### config.mk
export PLATFORM = sky130hd
export DESIGN_NAME = csc_column_sequencer_flat
export DESIGN_NICKNAME = d
export VERILOG_FILES = /design/src/rtl/csc_column_sequencer_if.sv /design/src/rtl/csc_column_sequencer.sv /design/src/flat_wrapper.sv
export SDC_FILE = /design/constraint.sdc
export NUM_CORES = 1
export LEC_CHECK = 0
export CORE_MARGIN = 2
export CORE_UTILIZATION = 45
export CTS_BUF_LIST = sky130_fd_sc_hd__clkbuf_16
export CTS_CLUSTER_DIAMETER = 30
export DETAILED_ROUTE_END_ITERATION = 8
export PLACE_DENSITY = 0.72
export SLEW_MARGIN = 20
export SYNTH_ARGS = -nofsm -noshare
export SYNTH_HDL_FRONTEND = slang
export SYNTH_SLANG_ARGS = --single-unit
### constraint.sdc
create_clock -name clock -period 2.3 [get_ports clock]
set_input_delay 0.575 -clock clock [delete_from_list [all_inputs] [get_ports clock]]
set_output_delay 0.575 -clock clock [all_outputs]
set_load 0.05 [all_outputs]
### src/rtl/csc_column_sequencer_if.sv
// Handshake bundle between the CSC column sequencer, its address spad and
// the downstream data-spad read pipeline.
interface csc_column_sequencer_if #(
    parameter int ADDR_WIDTH = 8,
    parameter int COL_WIDTH  = 4
);
    logic                  start;
    logic [ADDR_WIDTH-1:0] addr_in;
    logic                  addr_index_inc;
    logic [ADDR_WIDTH-1:0] data_idx;
    logic [COL_WIDTH-1:0]  data_col;
    logic                  data_last;
    logic                  data_valid;
    logic                  data_ready;
    logic                  col_empty;
    logic                  busy;
    logic                  done;
    logic                  err;
    logic [ADDR_WIDTH-1:0] total_nnz;

    modport master (
        input  start, addr_in, data_ready,
        output addr_index_inc, data_idx, data_col, data_last, data_valid,
               col_empty, busy, done, err, total_nnz
    );

    modport slave (
        output start, addr_in, data_ready,
        input  addr_index_inc, data_idx, data_col, data_last, data_valid,
               col_empty, busy, done, err, total_nnz
    );
endinterface

### src/rtl/csc_column_sequencer.sv
// Walks a CSC end-pointer vector from the address spad and emits data-spad
// read indices tagged with their column, flagging empty columns and bad entries.
module csc_column_sequencer #(
    parameter int ADDR_WIDTH = 8,
    parameter int COL_WIDTH  = 4,
    parameter int MAX_COLS   = 11
) (
    input  logic                   clock,
    input  logic                   reset,
    csc_column_sequencer_if.master bus
);
    typedef enum logic [1:0] {IDLE, FETCH, ISSUE, DONE} state_e;

    localparam logic [COL_WIDTH-1:0] COL_LIMIT = COL_WIDTH'(MAX_COLS);

    state_e                state_q, state_d;
    logic [ADDR_WIDTH-1:0] prev_end_q, prev_end_d;
    logic [ADDR_WIDTH-1:0] cur_end_q, cur_end_d;
    logic [ADDR_WIDTH-1:0] data_idx_q, data_idx_d;
    logic [ADDR_WIDTH-1:0] total_nnz_q, total_nnz_d;
    logic [COL_WIDTH-1:0]  col_q, col_d;
    logic                  err_q, err_d;
    logic                  last;

    always_ff @(posedge clock or negedge reset) begin
        if (!reset) begin
            state_q     <= IDLE;
            prev_end_q  <= '0;
            cur_end_q   <= '0;
            data_idx_q  <= '0;
            total_nnz_q <= '0;
            col_q       <= '0;
            err_q       <= 1'b0;
        end else begin
            state_q     <= state_d;
            prev_end_q  <= prev_end_d;
            cur_end_q   <= cur_end_d;
            data_idx_q  <= data_idx_d;
            total_nnz_q <= total_nnz_d;
            col_q       <= col_d;
            err_q       <= err_d;
        end
    end

    always_comb begin
        state_d            = state_q;
        prev_end_d         = prev_end_q;
        cur_end_d          = cur_end_q;
        data_idx_d         = data_idx_q;
        total_nnz_d        = total_nnz_q;
        col_d              = col_q;
        err_d              = err_q;
        last               = (data_idx_q == cur_end_q - ADDR_WIDTH'(1));
        bus.addr_index_inc = 1'b0;
        bus.col_empty      = 1'b0;
        bus.data_valid     = 1'b0;
        bus.data_last      = 1'b0;
        bus.done           = 1'b0;

        unique case (state_q)
            IDLE: begin
                if (bus.start) begin
                    state_d    = FETCH;
                    prev_end_d = '0;
                    col_d      = '0;
                    err_d      = 1'b0;
                end
            end
            FETCH: begin
                // Priority: terminator, then overflow, then malformed, then empty.
                if (bus.addr_in == '0) begin
                    bus.addr_index_inc = 1'b1;
                    state_d            = DONE;
                end else if (col_q == COL_LIMIT) begin
                    err_d   = 1'b1;
                    state_d = DONE;
                end else if (bus.addr_in < prev_end_q) begin
                    err_d              = 1'b1;
                    bus.addr_index_inc = 1'b1;
                end else if (bus.addr_in == prev_end_q) begin
                    bus.addr_index_inc = 1'b1;
                    bus.col_empty      = 1'b1;
                    col_d              = col_q + COL_WIDTH'(1);
                end else begin
                    bus.addr_index_inc = 1'b1;
                    cur_end_d          = bus.addr_in;
                    data_idx_d         = prev_end_q;
                    state_d            = ISSUE;
                end
            end
            ISSUE: begin
                bus.data_valid = 1'b1;
                bus.data_last  = last;
                if (bus.data_ready) begin
                    if (last) begin
                        prev_end_d = cur_end_q;
                        col_d      = col_q + COL_WIDTH'(1);
                        state_d    = FETCH;
                    end else begin
                        data_idx_d = data_idx_q + ADDR_WIDTH'(1);
                    end
                end
            end
            DONE: begin
                bus.done    = 1'b1;
                total_nnz_d = prev_end_q;
                state_d     = IDLE;
            end
            default: state_d = IDLE;
        endcase
    end

    assign bus.data_idx  = data_idx_q;
    assign bus.data_col  = col_q;
    assign bus.busy      = (state_q != IDLE);
    assign bus.err       = err_q;
    assign bus.total_nnz = total_nnz_q;
endmodule
### src/flat_wrapper.sv
// flat-port wrapper written by rule: the top's interface ports become plain ports
module csc_column_sequencer_flat 
#(
    parameter int ADDR_WIDTH = 8,
    parameter int COL_WIDTH  = 4,
    parameter int MAX_COLS   = 11
)
  (clock, reset, bus_start, bus_addr_in, bus_data_ready, bus_addr_index_inc, bus_data_idx, bus_data_col, bus_data_last, bus_data_valid, bus_col_empty, bus_busy, bus_done, bus_err, bus_total_nnz);
  csc_column_sequencer_if #(.ADDR_WIDTH(ADDR_WIDTH), .COL_WIDTH(COL_WIDTH)) bus_i ();
  input  logic clock;
  input  logic reset;
  input wire logic [$bits(bus_i.start)-1:0] bus_start;
  input wire logic [$bits(bus_i.addr_in)-1:0] bus_addr_in;
  input wire logic [$bits(bus_i.data_ready)-1:0] bus_data_ready;
  output wire logic [$bits(bus_i.addr_index_inc)-1:0] bus_addr_index_inc;
  output wire logic [$bits(bus_i.data_idx)-1:0] bus_data_idx;
  output wire logic [$bits(bus_i.data_col)-1:0] bus_data_col;
  output wire logic [$bits(bus_i.data_last)-1:0] bus_data_last;
  output wire logic [$bits(bus_i.data_valid)-1:0] bus_data_valid;
  output wire logic [$bits(bus_i.col_empty)-1:0] bus_col_empty;
  output wire logic [$bits(bus_i.busy)-1:0] bus_busy;
  output wire logic [$bits(bus_i.done)-1:0] bus_done;
  output wire logic [$bits(bus_i.err)-1:0] bus_err;
  output wire logic [$bits(bus_i.total_nnz)-1:0] bus_total_nnz;
  assign bus_i.start = bus_start;
  assign bus_i.addr_in = bus_addr_in;
  assign bus_i.data_ready = bus_data_ready;
  assign bus_addr_index_inc = bus_i.addr_index_inc;
  assign bus_data_idx = bus_i.data_idx;
  assign bus_data_col = bus_i.data_col;
  assign bus_data_last = bus_i.data_last;
  assign bus_data_valid = bus_i.data_valid;
  assign bus_col_empty = bus_i.col_empty;
  assign bus_busy = bus_i.busy;
  assign bus_done = bus_i.done;
  assign bus_err = bus_i.err;
  assign bus_total_nnz = bus_i.total_nnz;
  csc_column_sequencer #(.ADDR_WIDTH(ADDR_WIDTH), .COL_WIDTH(COL_WIDTH), .MAX_COLS(MAX_COLS)) u_core (.clock(clock), .reset(reset), .bus(bus_i));
endmodule
==> impl_metrics.json, run 1 <==
{
  "final-max-slew-violation-count": 0,
  "pre_cts_slack_ns": -0.687,
  "cts_buffers": 5,
  "max-slew-margin-rel": 0.660,
  "drive_above_1_share": 0.516,
  "syn-cell-area_um2": 2450,
  "clock_sinks": 39,
  "core_um2": 5170,
  "first_iter_violations": 217,
  "synth_top_area_share": 0.398,
  "rsz0062_at_grt": "yes",
  "die_w_um": 77.9,
  "p_leak_nw": 1.78,
  "cp.required_ns": 1.73,
  "ios": 39,
  "antenna_found_initial": 0,
  "synth_nets": 276,
  "rows": 26,
  "finClkSkew_ns": 0.00830,
  "cts_root_buf": "clkbuf_16",
  "synthFlopType": "dfrtp_1",
  "status": "complete, but fails checks",
  "async_flop_share": 1.00,
  "syn-mean-instance-area_um2": 9.86,
  "power-per-cell-area_nw_per_um2": 1400,
  "drtAntennaViolNets": 0,
  "dp_hpwl_um": 5110,
  "most-common-layout-cells": "buf_4, dfrtp_1, clkdlybuf4s50_1, mux2_2",
  "wl_um": 8850,
  "drc": 0,
  "grt_pass1_wl_um": 12000,
  "postCtsHoldBufs": 0,
  "arrival_ns": 2.22,
  "final_util": 0.789,
  "hold_class": "in2async",
  "max_stage_delay_ns": 0.44,
  "grt_pass1_vias": 2333,
  "wl_per_cell_um": 20.4,
  "synth_edf_count": 0,
  "ys_ff_latch": 39,
  "crit_buf_inv": 2,
  "vias_per_cell": 5.86,
  "synth_cell_type_count": 51,
  "die_y_um": 77.9,
  "ys.warnings.count": 0,
  "clk_latency_ns": 0.29,
  "syn_inst": 249,
  "ir_worst_vdd_uv": 847,
  "synth.area.top_cells": "dfrtp_1, ha_1, mux2_2, a21oi_1, inv_1",
  "dp_cells": 406,
  "post-route-period-util": 1.22,
  "gp_congestion": 0.853,
  "cap_violations": 0,
  "final_common_cell": "buf_4",
  "hold_viol": 0,
  "clk_pin_slew_worst_paths_ns": 0.07,
  "grt_start_max_net_pins": 19,
  "critical_path_class": "reg2out",
  "grt-ovfl-total": 0,
  "slowest_stage": "dfrtp_2",
  "critical-path-top-delay-family": "simple AND/OR/NAND/NOR gates",
  "yosysTopAreaCell": "dfrtp_1",
  "cp_cell_sequence": "inv_2 > ha_4 > nor3b_2 > xnor2_1 > nand4_1 > or3_4 > a21oi_4 > buf_12",
  "worst_setup_path_start_kind": "register",
  "grt_usage": 0.258,
  "setup_viol": 25,
  "io_buffers": 38,
  "fillers": 287,
  "h-tree-depth": 2,
  "violations": "negative setup slack",
  "initial_core_util": 0.475,
  "diodes": 0,
  "nets": 390,
  "timing.fmax_ghz": 0.357,
  "yosysSeqAreaShare": 0.398,
  "worst-path-max-fanout": 4,
  "die-area_um2": 6060,
  "cts_max_path_buffers": 2,
  "multi_input_area_um2": 1720,
  "drt_pre_antenna_iters": 4,
  "cts_tree": "yes",
  "finalCriticalPeriod_ns": 2.80,
  "register_area_um2": 988,
  "fin_cells": 434,
  "layout_setup_ws_ns": -0.498,
  "worst_setup_path_end_kind": "output port",
  "vias": 2544,
  "worstMarginPinSlew_ns": 0.508,
  "area_growth_pct": 66.2,
  "total_power_mw": 5.72
}
==> routing by layer <==
layer	track usage	vias up	part of all wire
li1	-	1119	-
met1	0.325	1247	0.38
met2	0.423	135	0.50
met3	0.0535	43	0.064
met4	0.118	0	0.057
met5	0	-	0
==> repair_timing <==
item / 4_1_cts / 5_1_grt
setup buffers: 9 / 13
resized for setup: 63 / 49
pin swaps: 26 / 21
endpoints found under the setup margin: 33 / 25
==> logic make-up after synthesis <==
group / Yosys count / share of synthesized area
multiplexers: 19 / 0.0851
XOR/XNOR: 12 / 0.0428
AO/OA/AOI/OAI: 59 / 0.179
adder cells (fa/ha/maj): 15 / 0.0765
buffers and inverters: 30 / 0.0535
flip-flops: 39 / 0.398
AND/OR/NAND/NOR: 75 / 0.166
==> Yosys cell counts, drive strengths merged (4+ instances only) <==
cell type	count
o211ai	5
clkbuf	5
ha	15
nor3	5
nand4	4
inv	21
xnor2	8
mux2i	4
dfrtp	39
buf	4
a21oi	17
nand3	11
o21ai	8
nor2	12
nor4	5
a21o	5
mux2	15
nand2	18
xor2	4
a22o	8
==> final cells by class <==
type	instances	area share
Multi-Input combinational cell	180	0.423
Sequential cell	39	0.242
Inverter	21	0.0193
Clock buffer	5	0.0307
Tap cell	70	0.0215
Clock inverter	3	0.00583
Timing Repair Buffer	116	0.258
==> stage by stage <==
| stage | TNS [ns] | cell area (µm²) | hold WS [ns] |
|---|---|---|---|
| after detailed placement | -14.77 | 3450 | 0.497 |
| after global routing | -6.53 | 4080 | 0.230 |
| after floorplan | -0.607 | 2560 | 0.279 |
| final | -4.81 | 4080 | 0.201 |
| after CTS | -2.92 | 3820 | 0.220 |
| after global placement | -13.62 | 3450 | 0.494 |
==> flip-flops by register name, summed over array words and instances, names as in the netlist <==
name                  flops
u_core.bus.err            1
u_core.bus.data_col       4
u_core.bus.data_idx       8
u_core.cur_end_q          8
u_core.state_q            2
u_core.bus.total_nnz      8
u_core.prev_end_q         8
==> report_power, final <==
| part | leakage [nW] | switching [mW] | internal [mW] | total [mW] |
|---|---|---|---|---|
| Clock | 0.0664 | 0.299 | 0.406 | 0.704 |
| Sequential | 0.496 | 0.285 | 0.914 | 1.20 |
| Combinational | 1.22 | 2.06 | 1.76 | 3.82 |
==> worst reg2reg max path: stages, from the launching register on <==
cell and delay (ns):
dfrtp_1 0.40, ha_2 0.37, nand4_1 0.16, nor2_1 0.29
o311ai_0 0.25, a21oi_1 0.38, o211ai_4 0.16, or4b_1 0.48
nand3_1 0.09
==> path summary, 6_finish.rpt <==
check                                   startpoint                       to  slack [ns]  cells past startpoint
max                            u_core.cur_end_q[0]            bus_data_last       -0.50                      8
min                                          reset  u_core.bus.total_nnz[2]        0.20                      1
max reg2reg                   u_core.prev_end_q[0]   u_core.bus.data_col[3]       -0.35                      8
min reg2reg                u_core.bus.total_nnz[1]  u_core.bus.total_nnz[1]        0.51                      1
max in group asynchronous                    reset      u_core.cur_end_q[0]        1.57                      2
min in group clock         u_core.bus.total_nnz[1]  u_core.bus.total_nnz[1]        0.51                      1
No activity file was read; power rests on OpenSTA's default activity.
==> inputs of run 2 (changes only) <==
--- a/config.mk
+++ b/config.mk
@@ -12,4 +12,5 @@
 export DETAILED_ROUTE_END_ITERATION = 8
 export PLACE_DENSITY = 0.72
+export REMOVE_ABC_BUFFERS = 1
 export SLEW_MARGIN = 20
 export SYNTH_ARGS = -nofsm -noshare
==> constraint.sdc (replaced) <==
create_clock -name clock -period 2.3 [get_ports clock]
set_input_delay 0.575 -clock clock [delete_from_list [all_inputs] [get_ports clock]]
set_output_delay 0.575 -clock clock [all_outputs]
set_load 0.005 [all_outputs]
==> impl_metrics.json, run 2 (synthesized netlist as in run 1, its figures left out) <==
{
  "status": "complete, but fails checks",
  "violations": "negative setup slack",
  "power-per-cell-area_nw_per_um2": 1310,
  "worst_setup_path_start_kind": "register",
  "timing.fmax_ghz": 0.367,
  "cts_tree": "yes",
  "die-area_um2": 6060,
  "vias": 2519,
  "max_stage_delay_ns": 0.41,
  "dpl_cell_area_um2": 3380,
  "cap_violations": 0,
  "wl_per_cell_um": 19.1,
  "final_common_cell": "buf_4",
  "clk_latency_ns": 0.29,
  "critical-path-top-delay-family": "simple AND/OR/NAND/NOR gates",
  "crit_buf_inv": 2,
  "hold_slack_ns": 0.247,
  "post-route-period-util": 1.19,
  "final_util": 0.795,
  "postCtsHoldBufs": 0,
  "worst-path-max-fanout": 5,
  "grt_start_max_net_pins": 40,
  "total_power_mw": 5.39,
  "io_buffers": 38,
  "max-slew-margin-rel": 0.714,
  "hold_viol": 0,
  "cts_max_path_buffers": 2,
  "layout_setup_ws_ns": -0.426,
  "first_iter_violations": 202,
  "die_y_um": 77.9,
  "nets": 408,
  "pre_cts_slack_ns": -0.924,
  "slowest_stage": "dfrtp_1",
  "critical_path_class": "reg2out",
  "arrival_ns": 2.15,
  "reg2reg_depth": 10,
  "h-tree-depth": 2,
  "core_um2": 5170,
  "finalCriticalPeriod_ns": 2.73,
  "clock_sinks": 39,
  "antenna_found_initial": 0,
  "cts_root_buf": "clkbuf_16",
  "vias_per_cell": 5.57,
  "fin_area_um2": 4110,
  "grt_pass1_vias": 2390,
  "grt_usage": 0.256,
  "worst_setup_path_end_kind": "output port",
  "setup_viol": 24,
  "drtAntennaViolNets": 0,
  "grt-ovfl-total": 0,
  "area_growth_pct": 67.6,
  "cp.depth": 7,
  "ir_worst_vdd_uv": 735,
  "grt_pass1_wl_um": 11900,
  "rows": 26,
  "ios": 39,
  "die_w_um": 77.9,
  "cp.required_ns": 1.73,
  "diodes": 0,
  "rsz0062_at_grt": "yes",
  "drt_pre_antenna_iters": 4,
  "hold_class": "in2async",
  "drc": 0,
  "p_leak_nw": 1.84,
  "most-common-layout-cells": "buf_4, dfrtp_1, clkdlybuf4s50_1, nand2_1, mux2_2",
  "fin_setup_tns_ns": -5.65,
  "dp_cells": 415,
  "gp_congestion": 0.865,
  "clk_pin_slew_worst_paths_ns": 0.06,
  "initial_core_util": 0.475,
  "cp_cell_sequence": "buf_6 > or2_4 > nor4_4 > xnor2_1 > or3_1 > a21oi_2 > buf_2",
  "wl_um": 8630,
  "cts_buffers": 5,
  "worstMarginPinSlew_ns": 0.430,
  "finClkSkew_ns": 0.00385,
  "final-max-slew-violation-count": 0,
  "drive_above_1_share": 0.508,
  "fin_cells": 452,
  "dp_hpwl_um": 5070
}
==> run 2: changes by cell type in the layout (fill, tap and decap cells not counted), sizes merged <==
cell | previous run | this run
clkdlybuf4s50 | 23 | 26
clkbuf | 5 | 9
buf | 93 | 104
==> run 2: timing repair <==
action | in CTS | in global routing
cloned | 0 | 0
endpoints found under the setup margin | 34 | 33
pin swaps | 32 | 22
gates resized for setup | 71 | 53
buffers inserted | 7 | 22
==> run 2: path summary, 6_finish.rpt <==
check / start / to / slack [ns]
min in group clock: u_core.bus.total_nnz[1] / u_core.bus.total_nnz[1] / 0.51
worst max register to register: u_core.cur_end_q[0] / u_core.bus.data_col[3] / -0.37
worst min register to register: u_core.bus.total_nnz[1] / u_core.bus.total_nnz[1] / 0.51
worst max-delay path: u_core.cur_end_q[0] / bus_data_last / -0.43
worst min-delay path: reset / u_core.bus.data_idx[2] / 0.25
max in group asynchronous: reset / u_core.cur_end_q[4] / 1.85
==> run 2: cell type report <==
| type | count | area, µm² |
|---|---|---|
| Inverter | 21 | 78.8 |
| Sequential cell | 39 | 980 |
| Timing Repair Buffer | 134 | 1120 |
| Clock buffer | 5 | 125 |
| Fill cell | 307 | 1060 |
| Clock inverter | 3 | 23.8 |
| Multi-Input combinational cell | 180 | 1700 |
| Tap cell | 70 | 87.6 |
==> run 2: metal layers <==
layer	global-route usage	part of all wire	vias to the layer above
met3	0.0523	0.044	21
met2	0.434	0.53	81
met1	0.312	0.39	1258
li1	-	-	1159
met5	0	0	-
met4	0.120	0.031	0
==> run 2: power breakdown <==
group          leakage (nW)  switching (mW)  internal [mW]
sequential            0.504           0.206          0.903
clock                0.0664           0.291          0.405
combinational          1.27            1.68           1.90
total                  1.84            2.18           3.21
==> patch (settings of run 2) <==
Re-encode `state_e` (4 states) as one-hot, 4 bits wide.
--- a/src/rtl/csc_column_sequencer.sv
+++ b/src/rtl/csc_column_sequencer.sv
@@ -11,3 +11,3 @@
 );
-    typedef enum logic [1:0] {IDLE, FETCH, ISSUE, DONE} state_e;
+    typedef enum logic [3:0] {IDLE = 4'b0001, FETCH = 4'b0010, ISSUE = 4'b0100, DONE = 4'b1000} state_e;
 
Function: same outputs for any inputs over 4 cycles, from zero or initial values and one cycle with reset low; so few cycles prove little.
==> patch against run 2 <==
The flow still finishes with violations (negative setup slack). Total power shrank 15%. Final area increased by 3.7%. Routed wire length grew 14%. Setup slack gained 0.28 ns. Synthesized area is 1.3% higher. Register-to-register slack better by 0.31 ns. Combinational power fell by 27%. Largest cell class unchanged. Sequential cell count increased by 2. Non-clock buffer count grew 3.
==> patch: results (changes against run 2) <==
Parameter                              Value

Logic synthesis
  Sequential fraction of the synthesis area ... 0.413 (was 0.398)
  Post-Synthesis Cells ... 257 (was 249)
  Commonest cells in the netlist ... 40 x sky130_fd_sc_hd__dfrtp_1, 30 x sky130_fd_sc_hd__nand2_1, 20 x sky130_fd_sc_hd__a21oi_1, 16 x sky130_fd_sc_hd__nor2_1, 15 x sky130_fd_sc_hd__mux2_2 (was 39 x sky130_fd_sc_hd__dfrtp_1, 21 x sky130_fd_sc_hd__inv_1, 18 x sky130_fd_sc_hd__nand2_1, 17 x sky130_fd_sc_hd__a21oi_1)
  Yosys cell types ... 53 (was 51)
  Adder and majority cell fraction of the synthesized area ... 0.0553 (was 0.0765)

Outcome
  Violated checks ... negative setup slack (unchanged)
  Outcome ... finished, violations left (unchanged)

Route
  Via density ... 5.84 (was 5.57)
  Wire length reported by the detailed router ... 9810 um (was 8630 um)

Power and ir drop
  Sw power ... 1.77 mW (was 2.18 mW)
  Worst supply voltage drop on vdd ... 829 uV (was 735 uV)
  Cell leakage power ... 1.97 nW (was 1.84 nW)

STA
  Worst Clk Skew ... 0.00838 ns (was 0.00385 ns)
  Setup WS post-layout ... -0.143 ns (was -0.426 ns)
  Setup tns final ... -0.503 ns (was -5.65 ns)
  Endpoints failing setup ... 12 (was 24)
  Worst Tran Pin Value ... 0.647 ns (was 0.430 ns)

Global route
  Largest net degree at the start of global routing ... 23 (was 40)
  GR Util All Layers ... 0.302 (was 0.256)

Critical path
  Capturing point of the worst reg2reg path ... u_core.bus.data_idx[1] (was u_core.bus.data_col[3])
  Maximum fanout along the worst path ... 2 (was 5)
  Startpoint of the worst-slack reg-to-reg timing path ... u_core.cur_end_q[1] (was u_core.cur_end_q[0])
  Maximum single-stage delay on the critical path ... 0.38 ns (was 0.41 ns)
  Worst path arrival time ... 1.87 ns (was 2.15 ns)

Placement
  Setup slack after placement ... -0.836 ns (was -0.924 ns)
  Placed Cells ... 428 (was 415)

Finish
  Layout Nets ... 415 (was 408)
## patch: cell count changes in the layout (fill, tap and decap cells not counted), sizes merged, moves of 5 or more
| cell | delta |
|---|---|
| o21ai | +5 |
| inv | -7 |
| o31ai | +7 |
| a22o | -8 |
| nand2b | +5 |
| nand2 | +14 |
| nor2 | +6 |
## patch: cell families (layout without fill, tap and decap cells)
group	count (synthesis)	in the layout
fa+ha+maj	11	11
flops	41	41
simple gates	95	95
mux	18	18
buf+inv	24	160
xor+xnor	8	8
compound gates	60	60
## patch: stage by stage
stage	instance area, um^2	hold slack [ns]
5_1_grt	4270	0.291
4_1_cts	4020	0.264
3_5_place_dp	3460	0.494
2_1_floorplan	2430	0.279
6_report	4270	0.244
3_3_place_gp	3460	0.489
## patch: worst max-delay path by stage
| stage | startpoint | end | slack [ns] | cells after the start |
|---|---|---|---|---|
| floorplan | bus_addr_in[1] | u_core.cur_end_q[1] | -0.11 | 7 |
| global placement | bus_addr_in[1] | bus_col_empty | -0.79 | 6 |
| detailed placement | bus_addr_in[1] | bus_col_empty | -0.84 | 6 |
| CTS | u_core.prev_end_q[1] | bus_col_empty | -0.12 | 6 |
| global route | u_core.cur_end_q[5] | bus_data_last | -0.19 | 6 |
| finish | u_core.cur_end_q[1] | bus_data_last | -0.14 | 8 |
## patch: layout make-up
class | instances | area [um^2]
multi-input cells | 192 | 1730
fillers | 321 | 1140
inverters | 15 | 61.3
flip-flops and latches | 41 | 1030
well taps | 72 | 90.1
clock buffers | 5 | 125
repair buffers | 137 | 1200
clock inverters | 3 | 37.5
## patch: critical path, delay by kind of cell, from the launching register on
family        cells  cell delay [ns]
buf+inv           2             0.18
simple gates      4             0.58
flops             1             0.38
fa+ha+maj         1             0.27
xor+xnor          1             0.15
## patch: routing by layer
metal | track usage | part of all wire | vias to the layer above
met5 | 0 | 0 | -
met4 | 0.158 | 0.051 | 0
met3 | 0.0609 | 0.066 | 42
met2 | 0.528 | 0.51 | 133
met1 | 0.349 | 0.37 | 1342
li1 | - | - | 1198
## patch: power groups by stage
stage                     clock network, mW  logic [mW]  registers [mW]
after floorplan                           0       0.925            1.17
after global placement                    0        1.96            1.11
after detailed placement                  0        2.03            1.12
after CTS                             0.783        2.30            1.11
after global routing                  0.817        2.80            1.17
final                                 0.803        2.63            1.15
## patch: timing repair
item / in CTS / in global routing
pin swaps: 20 / 20
setup buffers: 27 / 4
cloned: 1 / 2
hold buffers: 0 / 0
setup endpoints to repair: 31 / 32
endpoints found under the hold margin: 0 / 0
resized for setup: 69 / 55
